--- src/rtl/mdu_pkg.sv ---
// Shared encodings for the multiply/divide unit: opcodes, FSM states, default width.
package mdu_pkg;

    localparam int MDU_WIDTH = 32;

    localparam logic [2:0] OP_MULT  = 3'b000;
    localparam logic [2:0] OP_MULTU = 3'b001;
    localparam logic [2:0] OP_DIV   = 3'b010;
    localparam logic [2:0] OP_DIVU  = 3'b011;
    localparam logic [2:0] OP_MTHI  = 3'b100;
    localparam logic [2:0] OP_MTLO  = 3'b101;

    typedef enum logic [1:0] {
        S_IDLE = 2'd0,
        S_MUL  = 2'd1,
        S_DIV  = 2'd2,
        S_FIN  = 2'd3
    } state_t;

endpackage

--- src/rtl/mdu_div_iter.sv ---
// One restoring-division step: shift in the next dividend bit, trial-subtract the divisor.
// Combinational, zero latency; no flow control.
module mdu_div_iter #(
    parameter int WIDTH = 32
) (
    input  logic [WIDTH-1:0] i_rem,
    input  logic             i_bit,
    input  logic [WIDTH-1:0] i_dvsr,
    output logic [WIDTH-1:0] o_rem,
    output logic             o_qbit
);

    logic [WIDTH:0] w_part;
    logic [WIDTH:0] w_diff;

    // The partial remainder is always below twice the divisor, so the sign bit of the
    // trial difference alone decides the quotient bit.
    assign w_part = {i_rem, i_bit};
    assign w_diff = w_part - {1'b0, i_dvsr};
    assign o_qbit = ~w_diff[WIDTH];
    assign o_rem  = o_qbit ? w_diff[WIDTH-1:0] : w_part[WIDTH-1:0];

endmodule

--- src/rtl/mul_div_unit.sv ---
// Iterative MIPS HI/LO multiply/divide unit: WIDTH+1 cycles start-to-result, busy stalls the CPU,
// starts while busy are dropped. FAST_MUL_EN selects a single-cycle combinational multiplier.
module mul_div_unit
    import mdu_pkg::*;
#(
    parameter int WIDTH = MDU_WIDTH,
    parameter int CNT_W = 6
) (
    input  logic             clk,
    input  logic             rstn,
    input  logic             start,
    input  logic [2:0]       op,
    input  logic [WIDTH-1:0] a,
    input  logic [WIDTH-1:0] b,
    output logic             busy,
    output logic             done,
    output logic [WIDTH-1:0] hi,
    output logic [WIDTH-1:0] lo
);

    localparam logic [CNT_W-1:0] LAST_STEP = CNT_W'(WIDTH - 1);

    state_t             r_state;
    state_t             w_state_nxt;
    logic [CNT_W-1:0]   r_cnt;
    logic [2*WIDTH-1:0] r_acc;
    logic [WIDTH-1:0]   r_q;
    logic [WIDTH-1:0]   r_b;
    logic               r_is_div;
    logic               r_neg_q;
    logic               r_neg_r;
    logic               r_dz;
    logic               r_done;
    logic [WIDTH-1:0]   r_hi;
    logic [WIDTH-1:0]   r_lo;

    logic               w_is_mul;
    logic               w_is_div;
    logic               w_sa;
    logic               w_sb;
    logic [WIDTH-1:0]   w_abs_a;
    logic [WIDTH-1:0]   w_abs_b;
    logic [WIDTH:0]     w_mul_sum;
    logic [WIDTH-1:0]   w_div_rem;
    logic               w_qbit;
    logic [2*WIDTH-1:0] w_prod;
    logic [WIDTH-1:0]   w_quo;
    logic [WIDTH-1:0]   w_rem;

    assign w_is_mul = (op == OP_MULT) || (op == OP_MULTU);
    assign w_is_div = (op == OP_DIV)  || (op == OP_DIVU);
    assign w_sa     = ((op == OP_MULT) || (op == OP_DIV)) && a[WIDTH-1];
    assign w_sb     = ((op == OP_MULT) || (op == OP_DIV)) && b[WIDTH-1];
    assign w_abs_a  = w_sa ? -a : a;
    assign w_abs_b  = w_sb ? -b : b;

`ifdef FAST_MUL_EN
    logic [2*WIDTH-1:0] w_fast_prod;
    assign w_fast_prod = {{WIDTH{1'b0}}, w_abs_a} * {{WIDTH{1'b0}}, w_abs_b};
`endif

    // Shift-add: multiplier |a| shifts out of r_q, multiplicand |b| sits in r_b.
    assign w_mul_sum = {1'b0, r_acc[2*WIDTH-1:WIDTH]} + {1'b0, (r_q[0] ? r_b : {WIDTH{1'b0}})};

    mdu_div_iter #(.WIDTH(WIDTH)) u_div_iter (
        .i_rem  (r_acc[2*WIDTH-1:WIDTH]),
        .i_bit  (r_q[WIDTH-1]),
        .i_dvsr (r_b),
        .o_rem  (w_div_rem),
        .o_qbit (w_qbit)
    );

    // Divide by zero keeps the all-ones quotient unsigned so LO reads back as -1 pattern.
    assign w_prod = r_neg_q ? -r_acc : r_acc;
    assign w_quo  = (r_neg_q && !r_dz) ? -r_q : r_q;
    assign w_rem  = r_neg_r ? -r_acc[2*WIDTH-1:WIDTH] : r_acc[2*WIDTH-1:WIDTH];

    always_comb begin
        w_state_nxt = r_state;
        case (r_state)
            S_IDLE: begin
                if (start && w_is_mul) begin
`ifdef FAST_MUL_EN
                    w_state_nxt = S_FIN;
`else
                    w_state_nxt = S_MUL;
`endif
                end else if (start && w_is_div) begin
                    w_state_nxt = S_DIV;
                end
            end
            S_MUL, S_DIV: begin
                if (r_cnt == LAST_STEP) w_state_nxt = S_FIN;
            end
            S_FIN:   w_state_nxt = S_IDLE;
            default: w_state_nxt = S_IDLE;
        endcase
    end

    always_ff @(posedge clk or negedge rstn) begin
        if (!rstn) r_state <= S_IDLE;
        else       r_state <= w_state_nxt;
    end

    always_ff @(posedge clk or negedge rstn) begin
        if (!rstn) begin
            r_cnt    <= '0;
            r_acc    <= '0;
            r_q      <= '0;
            r_b      <= '0;
            r_is_div <= 1'b0;
            r_neg_q  <= 1'b0;
            r_neg_r  <= 1'b0;
            r_dz     <= 1'b0;
            r_done   <= 1'b0;
            r_hi     <= '0;
            r_lo     <= '0;
        end else begin
            r_done <= (r_state == S_FIN);
            case (r_state)
                S_IDLE: begin
                    if (start) begin
                        r_cnt    <= '0;
                        r_q      <= w_abs_a;
                        r_b      <= w_abs_b;
                        r_is_div <= w_is_div;
                        r_neg_q  <= w_sa ^ w_sb;
                        r_neg_r  <= w_sa;
                        r_dz     <= (b == '0);
`ifdef FAST_MUL_EN
                        r_acc    <= w_is_mul ? w_fast_prod : '0;
`else
                        r_acc    <= '0;
`endif
                        if (op == OP_MTHI) r_hi <= a;
                        if (op == OP_MTLO) r_lo <= a;
                    end
                end
                S_MUL: begin
                    r_acc <= {w_mul_sum, r_acc[WIDTH-1:1]};
                    r_q   <= r_q >> 1;
                    r_cnt <= r_cnt + 1'b1;
                end
                S_DIV: begin
                    r_acc[2*WIDTH-1:WIDTH] <= w_div_rem;
                    r_q   <= {r_q[WIDTH-2:0], w_qbit};
                    r_cnt <= r_cnt + 1'b1;
                end
                S_FIN: begin
                    if (r_is_div) begin
                        r_hi <= w_rem;
                        r_lo <= w_quo;
                    end else begin
                        {r_hi, r_lo} <= w_prod;
                    end
                end
                default: ;
            endcase
        end
    end

    assign busy = (r_state != S_IDLE);
    assign done = r_done;
    assign hi   = r_hi;
    assign lo   = r_lo;

endmodule

--- config.mk ---
export PLATFORM = sky130hd
export DESIGN_NAME = mul_div_unit
export DESIGN_NICKNAME = d
export VERILOG_FILES = /design/src/rtl/mdu_pkg.sv /design/src/rtl/mdu_div_iter.sv /design/src/rtl/mul_div_unit.sv
export SDC_FILE = /design/constraint.sdc
export NUM_CORES = 1
export LEC_CHECK = 0
export ABC_CLOCK_PERIOD_IN_PS = 5300
export CAP_MARGIN = 20
export CELL_PAD_IN_SITES_DETAIL_PLACEMENT = 2
export CELL_PAD_IN_SITES_GLOBAL_PLACEMENT = 2
export CORE_MARGIN = 2
export CORE_UTILIZATION = 39
export CTS_CLUSTER_DIAMETER = 50
export CTS_CLUSTER_SIZE = 12
export DETAILED_ROUTE_END_ITERATION = 12
export MAX_ROUTING_LAYER = met4
export PLACE_DENSITY_LB_ADDON = 0.1
export SLEW_MARGIN = 20
export SYNTH_ARGS = -nofsm -noshare
export SYNTH_HDL_FRONTEND = slang
export SYNTH_HIERARCHICAL = 1
export SYNTH_SLANG_ARGS = --single-unit
--- constraint.sdc ---
create_clock -name clk -period 5.3 [get_ports clk]
set_input_delay 1.06 -clock clk [delete_from_list [all_inputs] [get_ports clk]]
set_output_delay 1.06 -clock clk [all_outputs]
set_load 0.05 [all_outputs]
# Word-level counts from Yosys, hierarchy flattened

Index checks and enable logic that the tools add are counted.

Output and inout port bits: 66
Flip-flop bits (word level): 205
Input bits: 70
Word-level logic and storage cells: 88

Reductions and logical operators: 25
Equality and inequality tests: 14
Muxes and demuxes: 26
$add $sub $neg: 8
Bitwise logic cells: 2

Operator list:

| operator                                            | number |
|---|---|
| 2-to-1 mux 32 bit                                   | 13 |
| case mux 32 bit (2 select lines)                    | 3 |
| case mux 32 bit (3 select lines)                    | 2 |
| 2-to-1 mux 64 bit                                   | 2 |
| negator 32 bit                                      | 4 |
| negator 64 bit                                      | 1 |
| adder 32 x 32 -> 33 bit                             | 1 |
| subtractor 33 x 32 -> 33 bit                        | 1 |
| logical NOT 32 bit                                  | 1 |
| case mux 6 bit (2 select lines)                     | 1 |
| AND reduction 2 bit                                 | 5 |
| nonzero test 2 bit                                  | 4 |
| adder 6 x 1 -> 6 bit, second input constant         | 1 |
| equality test 3 x 2 -> 1 bit, second input constant | 2 |
| equality test 3 bit, second input constant          | 2 |
| equality test 6 x 5 -> 1 bit, second input constant | 1 |
| 2-to-1 mux 2 bit                                    | 3 |
| 2-to-1 mux 6 bit                                    | 1 |
| != test 2 bit, second input constant                | 3 |
| case mux 2 bit (3 select lines)                     | 1 |
| AND reduction 3 bit                                 | 2 |
| logical AND 1 bit                                   | 5 |
| equality test 2 bit, second input constant          | 2 |
| equality test 3 x 1 -> 1 bit, second input constant | 1 |
| other kinds (11)                                    | 13 |

# Depth between registers and ports, before layout

Gate-level depths: netlist (run 1).

Depth in word-level cells: 6
Mapped depth: 18
Mapped depth without buffers: 16

# By module

Netlist (run 1), hierarchy kept.

By module, submodules not included:

| module       | area an instance (um^2) | sequential area each (um^2) | cells each | times used |
|---|---|---|---|---|
| mul_div_unit | 14,505.2                | 5,129.9                     | 1,808      | 1 |
| mdu_div_iter | 2,358.5                 | 0.0                         | 305        | 1 |

# Worst setup path before layout (run 1)

No wires, ideal clock.

Path type: register to register
Start point: register r_q[31]
End point: register r_acc[56]
Stages on the path, launching flop included: 19
Slack: 1.686 ns
Buffers on the path: 2
Clock period less this slack: 3.614 ns
Data required time: 5.164 ns
Arrival: 3.478 ns
Library setup time: 0.136 ns
Cells stage by stage: dfrtp_1 > inv_1 > ha_1 > fa_1 > and2b_1 > o2111ai_2 > a21oi_2 > o2111ai_1 > a211oi_2 > nor2_4 > mux2i_4 > and2_4 > buf_12 > inv_8 > buf_12 > mux2_4 > and3_1 > a21oi_1 > o211ai_1

Word-level cells in the longest chain between the ends: 3

Ends and longest elaborated chain:

| item                             | line                | RTL |
|---|---|---|
| start: declaration               | mul_div_unit.sv:27  | `logic [WIDTH-1:0] r_q;` |
| start signal: assignment         | mul_div_unit.sv:124 | `r_q <= w_abs_a;` |
| start signal: assignment         | mul_div_unit.sv:141 | `r_q <= r_q >> 1;` |
| start signal: assignment         | mul_div_unit.sv:146 | `r_q <= {r_q[WIDTH-2:0], w_qbit};` |
| subtractor 33 x 32 -> 33 bit     | mdu_div_iter.sv:19  | `assign w_diff = w_part - {1'b0, i_dvsr};` |
| 2-to-1 mux 32 bit                | mdu_div_iter.sv:21  | `assign o_rem = o_qbit ? w_diff[WIDTH-1:0] : w_part[WIDTH-1:0];` |
| via w_div_rem[24]                | mul_div_unit.sv:44  | `logic [WIDTH-1:0] w_div_rem;` |
| case mux 32 bit (3 select lines) | mul_div_unit.sv:120 | `case (r_state)` |
| end signal: assignment           | mul_div_unit.sv:140 | `r_acc <= {w_mul_sum, r_acc[WIDTH-1:1]};` |
| end signal: indexed assignment   | mul_div_unit.sv:145 | `r_acc[2*WIDTH-1:WIDTH] <= w_div_rem;` |
| end: declaration                 | mul_div_unit.sv:26  | `logic [2*WIDTH-1:0] r_acc;` |

The timed path passes the listed nets, and every way through them passes these cells.
A chain may end at the register's enable or synchronous reset.

# Final worst setup path (run 1)

Same ends and word-level chain as after synthesis.

==> flow_summary.yaml, run 1 <==
clock_tree:
  cts_hold_buf: 0
  root_buffer: "clkbuf_16"
  clockBufferDepth: 3
  path_clk_slew_ns: 0.05
  insertion_delay_ns: 0.56
  cts_setup_buffers: 0
  h-tree-depth: 2
  numClockSinks: 205
  cts_buffers: 36
  cts_tree: "done"
  postCtsResizedCells: 0
cells_and_area:
  area_delta_synth_final_pct: 18.27
  multi_input_area_mm2: 0.01095
  instances_no_fill: 2806
  regArea_mm2: 0.005131
  layout_commonest_cell: "nand2_1"
  num_antenna_cells: 0
  nets: 2340
  fillers: 4843
  mostFrequentLayoutCells: "nand2_1 (274), o21ai_0 (223), dfrtp_1 (204)"
  drive_gt1_share_pct: 7.384
synthesis:
  postSynthCellCount: 2113
  synth_area_mm2: 0.01686
  synthFlopType: "dfrtp_1"
  synth_edf_count: 0
  synthArstFlopShare_pct: 100.0
  synth-seq-cells: 205
  yosys_warnings: 6
  syn_area_per_cell_um2: 7.981
  yosysUniqueCellTypes: 95
  yosysSeqAreaShare_pct: 30.42
  syn_nets: 2260
grt:
  antenna_found_initial: 0
  grt_max_degree: 107
  grt_remaining_overflow: 0
  grt_pass1_wl_mm: 111.5
  grt.total_usage_pct: 33.27
  grt_pass1_vias: 18560
setup_path:
  crit_type: "reg2reg"
  cp-end-kind: "flip-flop"
  cp_max_fo: 24
  required_ns: 5.70
  cp.arrival_ns: 4.66
  cp-start-kind: "flip-flop"
run:
  maxCapViolations: 0
timing:
  slew_headroom_pct: 31.98
  setup_tns_ns: 0
  finalHoldViolations: 0
  fin_worst_skew_ns: 0.01438
  drv_slew: 0
  fmaxAchievable_mhz: 234.7
  setup_viol: 0
  min_period_over_period_pct: 80.39
  worst_pin_slew_ns: 1.020
  post-route-min-period_ns: 4.260
  rsz0062_at_grt: "no"
outcome:
  status: "finished, final reports clean"
floorplanning:
  initial_core_util_pct: 39.32
  die_w_um: 211.9
  coreArea_mm2: 0.04289
  ios: 136
  die_y_um: 211.9
  placement_rows: 76
  die_area_mm2: 0.04492
drt:
  first_iter_violations: 1076
  drc: 0
  first_pass_iters: 7
  wire_per_inst_um: 25.62
  num_vias: 17060
  ant_nets: 0
  viasPerCell: 6.079
  routed_wl_mm: 71.88
hold_path:
  hp-class: "reg2reg"
place:
  dp.cells: 2740
  hpwl_mm: 54.47
  port_buffers: 135
  place.gp.congestion: 0.8798
power_and_ir_drop:
  ir_drop_v: 0.0003658
  powerDensity_mw_per_mm2: 738.7
  p_leak_uw: 0.008460
[power by group]
group          internal [uW]  switching [uW]
Clock                   1530             914
Combinational           3330            5850
Sequential              2180             924
[logic make-up after synthesis]
group                    Yosys count  share of synthesized area (%)
AND/OR/NAND/NOR                  718                          20.43
XOR/XNOR                         191                          9.920
flip-flops                       205                          30.42
AO/OA/AOI/OAI                    683                          25.28
adder cells (fa/ha/maj)           77                          5.802
buffers and inverters            199                          5.105
multiplexers                      40                          3.049
[Yosys cell counts, types with 5 or more instances]
cell type  number  share of area (%)
nand2_1       275                6.1
o21ai_0       224                6.6
dfrtp_1       205                 30
a21oi_1       176                5.2
nor2_1        142                3.2
xor2_1         99                5.1
clkbuf_1       96                2.1
xnor2_1        92                4.8
ha_1           75                5.6
inv_1          71                1.6
nand3_1        52                1.5
a31oi_1        36                1.3
and2_1         36                1.3
nor3_1         36                1.1
o31ai_1        34                1.5
a21o_1         30                1.3
and3_1         28                1.0
a222oi_1       25                1.5
or3_1          23               0.85
nor2b_1        21               0.78
nor4_1         20               0.74
mux2_4         19                1.7
o41ai_1        17               0.88
buf_1          16               0.36
mux2i_1        15               0.89
nand2b_1       15               0.56
or4_1          15               0.67
o211ai_1       14               0.62
nand4_1        13               0.48
o21ai_1        13               0.39
a22oi_1        12               0.53
o21bai_1       12               0.53
o21a_1         11               0.49
a221oi_1       10               0.52
nor3b_1        10               0.45
a211oi_1        7               0.31
o22ai_1         7               0.26
or2_2           7               0.26
o221ai_1        6               0.31
mux2_2          5               0.33
nor4b_1         5               0.26
o2111ai_1       5               0.26
[metal layers]
| metal | GRT usage, % | part of all wire, % | routed length [um] | vias to the layer above |
|---|---|---|---|---|
| met3 | 5.014 | 4.4 | 3190 | 164 |
| met1 | 38.59 | 41 | 29640 | 8682 |
| li1 | - | - | - | 7783 |
| met5 | - | 0 | 0 | - |
| met2 | 56.72 | 50 | 35610 | 429 |
| met4 | 15.27 | 4.8 | 3433 | 0 |
[state kept, by name (all words and copies together) (netlist names), 2 cells and up]
signal	count
r_acc	64
hi	32
lo	32
r_b	32
r_q	32
r_cnt	6
r_state	2
[critical path, cell delays in order, from the launching register on]
cell	delay (ns)
dfrtp_1	0.46
inv_1	0.08
ha_1	0.24
fa_1	0.42
and2b_1	0.25
o2111ai_2	0.14
a21oi_2	0.22
o2111ai_1	0.27
a211oi_2	0.36
nor2_4	0.11
mux2i_4	0.37
and2_4	0.33
inv_8	0.14
mux2_4	0.32
and3_1	0.15
a21oi_1	0.13
o211ai_1	0.11
[cell type report]
| class | instances | area share, % |
|---|---|---|
| multi-input cells | 1709 | 54.90 |
| flip-flops and latches | 205 | 25.73 |
| inverters | 73 | 1.411 |
| clock inverters | 19 | 1.204 |
| well taps | 585 | 3.670 |
| clock buffers | 47 | 4.981 |
| repair buffers | 168 | 8.105 |
[through the flow]
step | utilization [%] | setup WS, ns | hold slack, ns | cell area, um^2 | power [uW]
3_5_place_dp | 43.62 | 1.041 | 0.4741 | 18710 | 12110
6_report | 46.51 | 1.040 | 0.4792 | 19950 | 14730
3_3_place_gp | 43.62 | 1.091 | 0.4659 | 18710 | 11760
2_1_floorplan | - | 1.686 | 0.4572 | 16860 | 9255
5_1_grt | 46.51 | 0.8533 | 0.5148 | 19950 | 15650
4_1_cts | 46.50 | 1.026 | 0.4860 | 19940 | 14700
[final timing paths]
kind                       startpoint         to  slack (ns)  cells after the start
max                           r_q[31]  r_acc[56]        1.04                     16
min                             lo[7]      lo[7]        0.48                      2
max reg2reg                   r_q[31]  r_acc[56]        1.04                     16
min reg2reg                     lo[7]      lo[7]        0.48                      2
max in group asynchronous        rstn    r_q[19]        3.58                      2
min in group asynchronous        rstn      lo[3]        0.58                      1
Power figures use the tool's default switching activity.
==> run 2, diff against run 1 <==
- ABC_CLOCK_PERIOD_IN_PS: 5300 -> 4430
- CORE_UTILIZATION: 39 -> 36
- clock period: 5.3 -> 4.43 ns (I/O delays scaled with it)
==> flow_summary.yaml, run 2 (same netlist as run 1, synthesis figures left out) <==
outcome:
  status: "finished, final reports clean"
grt:
  grt_max_degree: 93
  grt.total_usage_pct: 31.26
  antenna_found_initial: 1
  grt_pass1_vias: 18530
  grt_pass1_wl_mm: 112.3
  grt_remaining_overflow: 0
timing:
  fmaxAchievable_mhz: 239.4
  post-route-min-period_ns: 4.177
  setup_tns_ns: 0
  min_period_over_period_pct: 94.30
  slew_headroom_pct: 38.19
  fin_worst_skew_ns: 0.02014
  setup_ws_ns: 0.2527
  setup_viol: 0
  rsz0062_at_grt: "no"
  drv_slew: 0
  worst_pin_slew_ns: 0.9271
  finalHoldViolations: 0
setup_path:
  critPathTopFamily: "compound AO/OA/AOI/OAI gates"
  cp_max_fo: 24
  max_stage_delay_ns: 0.45
  cp.arrival_ns: 4.60
  crit_slowest_cell: "dfrtp_1"
  worst-r2r-setup-slack_ns: 0.25
  cp-start-kind: "flip-flop"
  crit_type: "reg2reg"
  required_ns: 4.85
  cp-end-kind: "flip-flop"
  worstPathCellList: "inv_1 -> ha_1 -> fa_1 -> and2b_1 -> o2111ai_2 -> a21oi_2 -> o2111ai_1 -> a211oi_2 -> nor2_4 -> mux2i_4 -> and2_4 -> inv_8 -> mux2_4 -> and3_1 -> a21oi_1 -> o21ai_0"
  worst-path-buf-inv: 2
floorplanning:
  placement_rows: 79
  die_area_mm2: 0.04859
  die_y_um: 220.4
  ios: 136
  initial_core_util_pct: 36.38
  die_w_um: 220.4
  coreArea_mm2: 0.04636
clock_tree:
  postCtsResizedCells: 0
  cts_buffers: 39
  cts_tree: "done"
  cts_setup_buffers: 0
  clockBufferDepth: 3
  insertion_delay_ns: 0.57
  cts_hold_buf: 0
  path_clk_slew_ns: 0.05
  h-tree-depth: 2
  root_buffer: "clkbuf_16"
  numClockSinks: 205
cells_and_area:
  largest_reg_flops: 64
  top_register: "r_acc"
  area_delta_synth_final_pct: 20.66
  nets: 2380
  mostFrequentLayoutCells: "nand2_1 (274), o21ai_0 (223), dfrtp_1 (203)"
  layout_commonest_cell: "nand2_1"
  drive_gt1_share_pct: 9.328
power_and_ir_drop:
  p_sw_uw: 9256
  powerDensity_mw_per_mm2: 876.7
  power.internal_uw: 8583
  pwr-share-comb_pct: 63.0
  power_uw: 17840
  p_seq_share_pct: 20.3
  pwr-share-clk_pct: 16.8
  swShare_pct: 51.89
  ir_drop_v: 0.0005407
  p_leak_uw: 0.008701
drt:
  ant_nets: 0
  first_iter_violations: 1158
  met2_length_mm: 36.15
  viasPerCell: 6.018
  dr_wl_met3_mm: 3.223
  first_pass_iters: 8
  top_layer_used: "met4"
  num_vias: 17280
  routed_wl_mm: 73.53
  drc: 0
  met1_length_mm: 30.66
  wire_per_inst_um: 25.61
place:
  port_buffers: 135
  place.gp.congestion: 0.9731
  hpwl_mm: 55.97
  pre_cts_slack_ns: 0.2742
run:
  maxCapViolations: 0
hold_path:
  hp-class: "in2async"
-- run 2: cell count changes in the layout (fill, tap and decap cells not counted) --
cell,before,now
buf_4,32,67
a21oi_1,174,175
inv_8,2,1
dfrtp_2,1,2
clkinv_2,2,8
buf_12,1,3
diode_2,0,2
clkbuf_8,3,6
bufinv_16,4,2
clkbuf_16,37,40
dfrtp_1,204,203
a21oi_2,4,3
clkinv_8,0,1
clkbuf_1,7,1
-- run 2: path summary, 6_finish.rpt --
| path | end | startpoint | depth (start not counted) |
|---|---|---|---|
| worst max-delay path | r_acc[55] | r_q[31] | 16 |
| worst min-delay path | r_acc[6] | rstn | 1 |
| worst max register to register | r_acc[55] | r_q[31] | 16 |
| worst min register to register | lo[3] | lo[3] | 2 |
| max in group asynchronous | r_acc[26] | rstn | 2 |
| min in group clk | lo[3] | lo[3] | 2 |
-- run 2: area by class of cell --
| type | count | area (um^2) |
|---|---|---|
| timing repair buffer | 205 | 1919 |
| clock buffer | 47 | 1087 |
| tap | 607 | 759.5 |
| inverter | 73 | 281.5 |
| antenna | 2 | 5.005 |
| sequential | 205 | 5132 |
| clock inverter | 23 | 215.2 |
| multi-input combinational | 1709 | 10950 |
| fill | 5196 | 26010 |
-- run 2: stage by stage --
stage               cell area, um^2  util, %  hold WS [ns]  cells
finish                        20350    43.89        0.3639   2871
global route                  20340    43.89        0.4285   2870
CTS                           20340    43.88        0.3953   2869
detailed placement            19040    41.07        0.4823   2799
global placement              19040    41.07        0.4646   2799
floorplan                     16860        -        0.4572   2113
-- run 2: layer usage --
metal	up-vias	GRT usage, %
met3	170	4.357
li1	7881	-
met2	472	53.45
met1	8755	36.42
met5	-	-
met4	0	14.12
-- run 2: power groups by stage --
stage / logic, uW / clock network, uW / registers, uW
4_1_cts: 11200 / 3050 / 3600
5_1_grt: 12100 / 3130 / 3710
2_1_floorplan: 6990 / 0 / 4080
3_5_place_dp: 11000 / 0 / 3630
3_3_place_gp: 10700 / 0 / 3580
6_report: 11200 / 2990 / 3610
==> run 3, diff against run 2 <==
- CORE_UTILIZATION: 36 -> 39
- CTS_CLUSTER_DIAMETER: 50 -> 40
- DONT_BUFFER_PORTS: default -> 1
==> flow_summary.yaml, run 3 (same netlist as run 1, synthesis figures left out) <==
outcome:
  status: "finished, final reports clean"
grt:
  grt.total_usage_pct: 33.56
  top_usage_layer: "met2"
  antenna_found_initial: 2
  met1_usage_pct: 38.57
  use_met3_pct: 7.017
  grt_remaining_overflow: 0
  grt_pass1_vias: 18250
  grt_pass1_wl_mm: 111.7
  use_met2_pct: 55.44
  grt_max_degree: 206
clock_tree:
  postCtsResizedCells: 0
  root_buffer: "clkbuf_16"
  cts_tree: "done"
  numClockSinks: 205
  clockBufferDepth: 3
  cts_buffers: 53
  h-tree-depth: 2
  insertion_delay_ns: 0.61
  path_clk_slew_ns: 0.05
cells_and_area:
  nets: 2257
  mostFrequentLayoutCells: "nand2_1 (274), o21ai_0 (223), dfrtp_1 (204)"
  area_delta_synth_final_pct: 16.46
  instances_no_fill: 2739
  fin_util_pct: 45.79
  largest_reg_flops: 64
  final_design_area_no_fill_mm2: 0.01964
  drive_gt1_share_pct: 10.69
  fillers: 4780
  top_register: "r_acc"
  layout_commonest_cell: "nand2_1"
timing:
  fin_worst_skew_ns: 0.02553
  finalHoldViolations: 0
  min_period_over_period_pct: 92.94
  slew_headroom_pct: 35.64
  setup_viol: 0
  drv_slew: 0
  fmaxAchievable_mhz: 242.9
  rsz0062_at_grt: "no"
  setup_ws_ns: 0.3127
  post-route-min-period_ns: 4.117
  worst_pin_slew_ns: 0.9653
  setup_tns_ns: 0
floorplanning:
  die_y_um: 211.9
  die_area_mm2: 0.04492
  coreArea_mm2: 0.04289
  placement_rows: 76
  initial_core_util_pct: 39.32
  ios: 136
  die_w_um: 211.9
place:
  place.gp.congestion: 0.9321
  port_buffers: 0
  pre_cts_slack_ns: 0.3027
  dp.cells: 2636
  dpl_cell_area_mm2: 0.01758
  hpwl_mm: 52.75
setup_path:
  worst-r2r-setup-slack_ns: 0.31
  reg2reg_depth: 15
  crit_slowest_cell: "dfrtp_1"
  crit_type: "reg2reg"
  worstPathCellList: "inv_1 -> ha_1 -> fa_1 -> and2b_1 -> o2111ai_2 -> a21oi_2 -> o2111ai_1 -> a211oi_2 -> nor2_4 -> mux2i_4 -> and2_4 -> inv_8 -> mux2_2 -> a22oi_1 -> o21ai_0"
  max_stage_delay_ns: 0.45
  cp.arrival_ns: 4.57
  cp_max_fo: 24
  r2r-end: "r_acc[35]"
  cp-end-kind: "flip-flop"
  cp-start-kind: "flip-flop"
  crit_start: "r_q[31]"
  required_ns: 4.88
  reg2reg_from: "r_q[31]"
drt:
  wire_per_inst_um: 26.70
  first_pass_iters: 10
  viasPerCell: 6.163
  first_iter_violations: 1145
  routed_wl_mm: 73.12
  ant_nets: 0
  num_vias: 16880
  drc: 0
run:
  maxCapViolations: 0
power_and_ir_drop:
  ir_drop_v: 0.0003503
  p_leak_uw: 0.008476
  powerDensity_mw_per_mm2: 947.7
hold_path:
  hp-class: "in2async"
-- run 3: changes by cell type in the layout (fill, tap and decap cells not counted), sizes merged --
cell	before	now
clkinv	14	11
buf	71	68
bufinv	2	13
clkbuf	47	65
clkdlybuf4s50	134	0
clkinvlp	5	6
-- run 3: routing by layer --
layer	vias to the layer above	wire, um	part of all wire [%]
met3	184	4136	5.7
met2	460	35180	48
met4	0	3961	5.4
met5	-	0	0
met1	8579	29840	41
li1	7657	-	-
-- run 3: timing repair --
item,4_1_cts,5_1_grt
buffers inserted,0,2
endpoints found under the setup margin,0,5
hold endpoints to repair,205,111
-- run 3: how the worst max path moves through the flow --
| stage | to |
|---|---|
| 2_1_floorplan | r_acc[56] |
| 3_3_place_gp | r_acc[56] |
| 3_5_place_dp | r_acc[48] |
| 4_1_cts | r_acc[59] |
| 5_1_grt | r_acc[35] |
| 6_report | r_acc[35] |
-- run 3: cell type report --
class	instances	area [um^2]	area share [%]
Sequential cell	205	5131	26.13
Inverter	73	281.5	1.433
Clock inverter	32	549.3	2.797
Tap cell	585	732.0	3.727
Antenna cell	2	5.005	0.02548
Clock buffer	65	1431	7.288
Timing Repair Buffer	68	550.5	2.803
Multi-Input combinational cell	1709	10960	55.80
-- run 3: stage by stage --
stage | hold slack, ns | total power [uW]
final | 0.2007 | 18610
after global routing | 0.2456 | 19710
after CTS | -0.03918 | 18510
after detailed placement | 0.4984 | 13930
after global placement | 0.4808 | 13530
after floorplan | 0.4572 | 11070
-- run 3: critical path: cells and delay by family, from the launching register on --
family | cells | cell delay, ns
DFF | 1 | 0.45
AOI/OAI and AO/OA | 6 | 1.36
adders and majority gates | 2 | 0.64
buffers and inverters | 2 | 0.31
and+or+nand+nor | 3 | 0.60
muxes | 2 | 0.59
-- run 3: power by group --
| group | switching [uW] | internal (uW) |
|---|---|---|
| clock network | 1330 | 3040 |
| logic | 6060 | 3610 |
| registers | 1980 | 2590 |
| total | 9370 | 9240 |
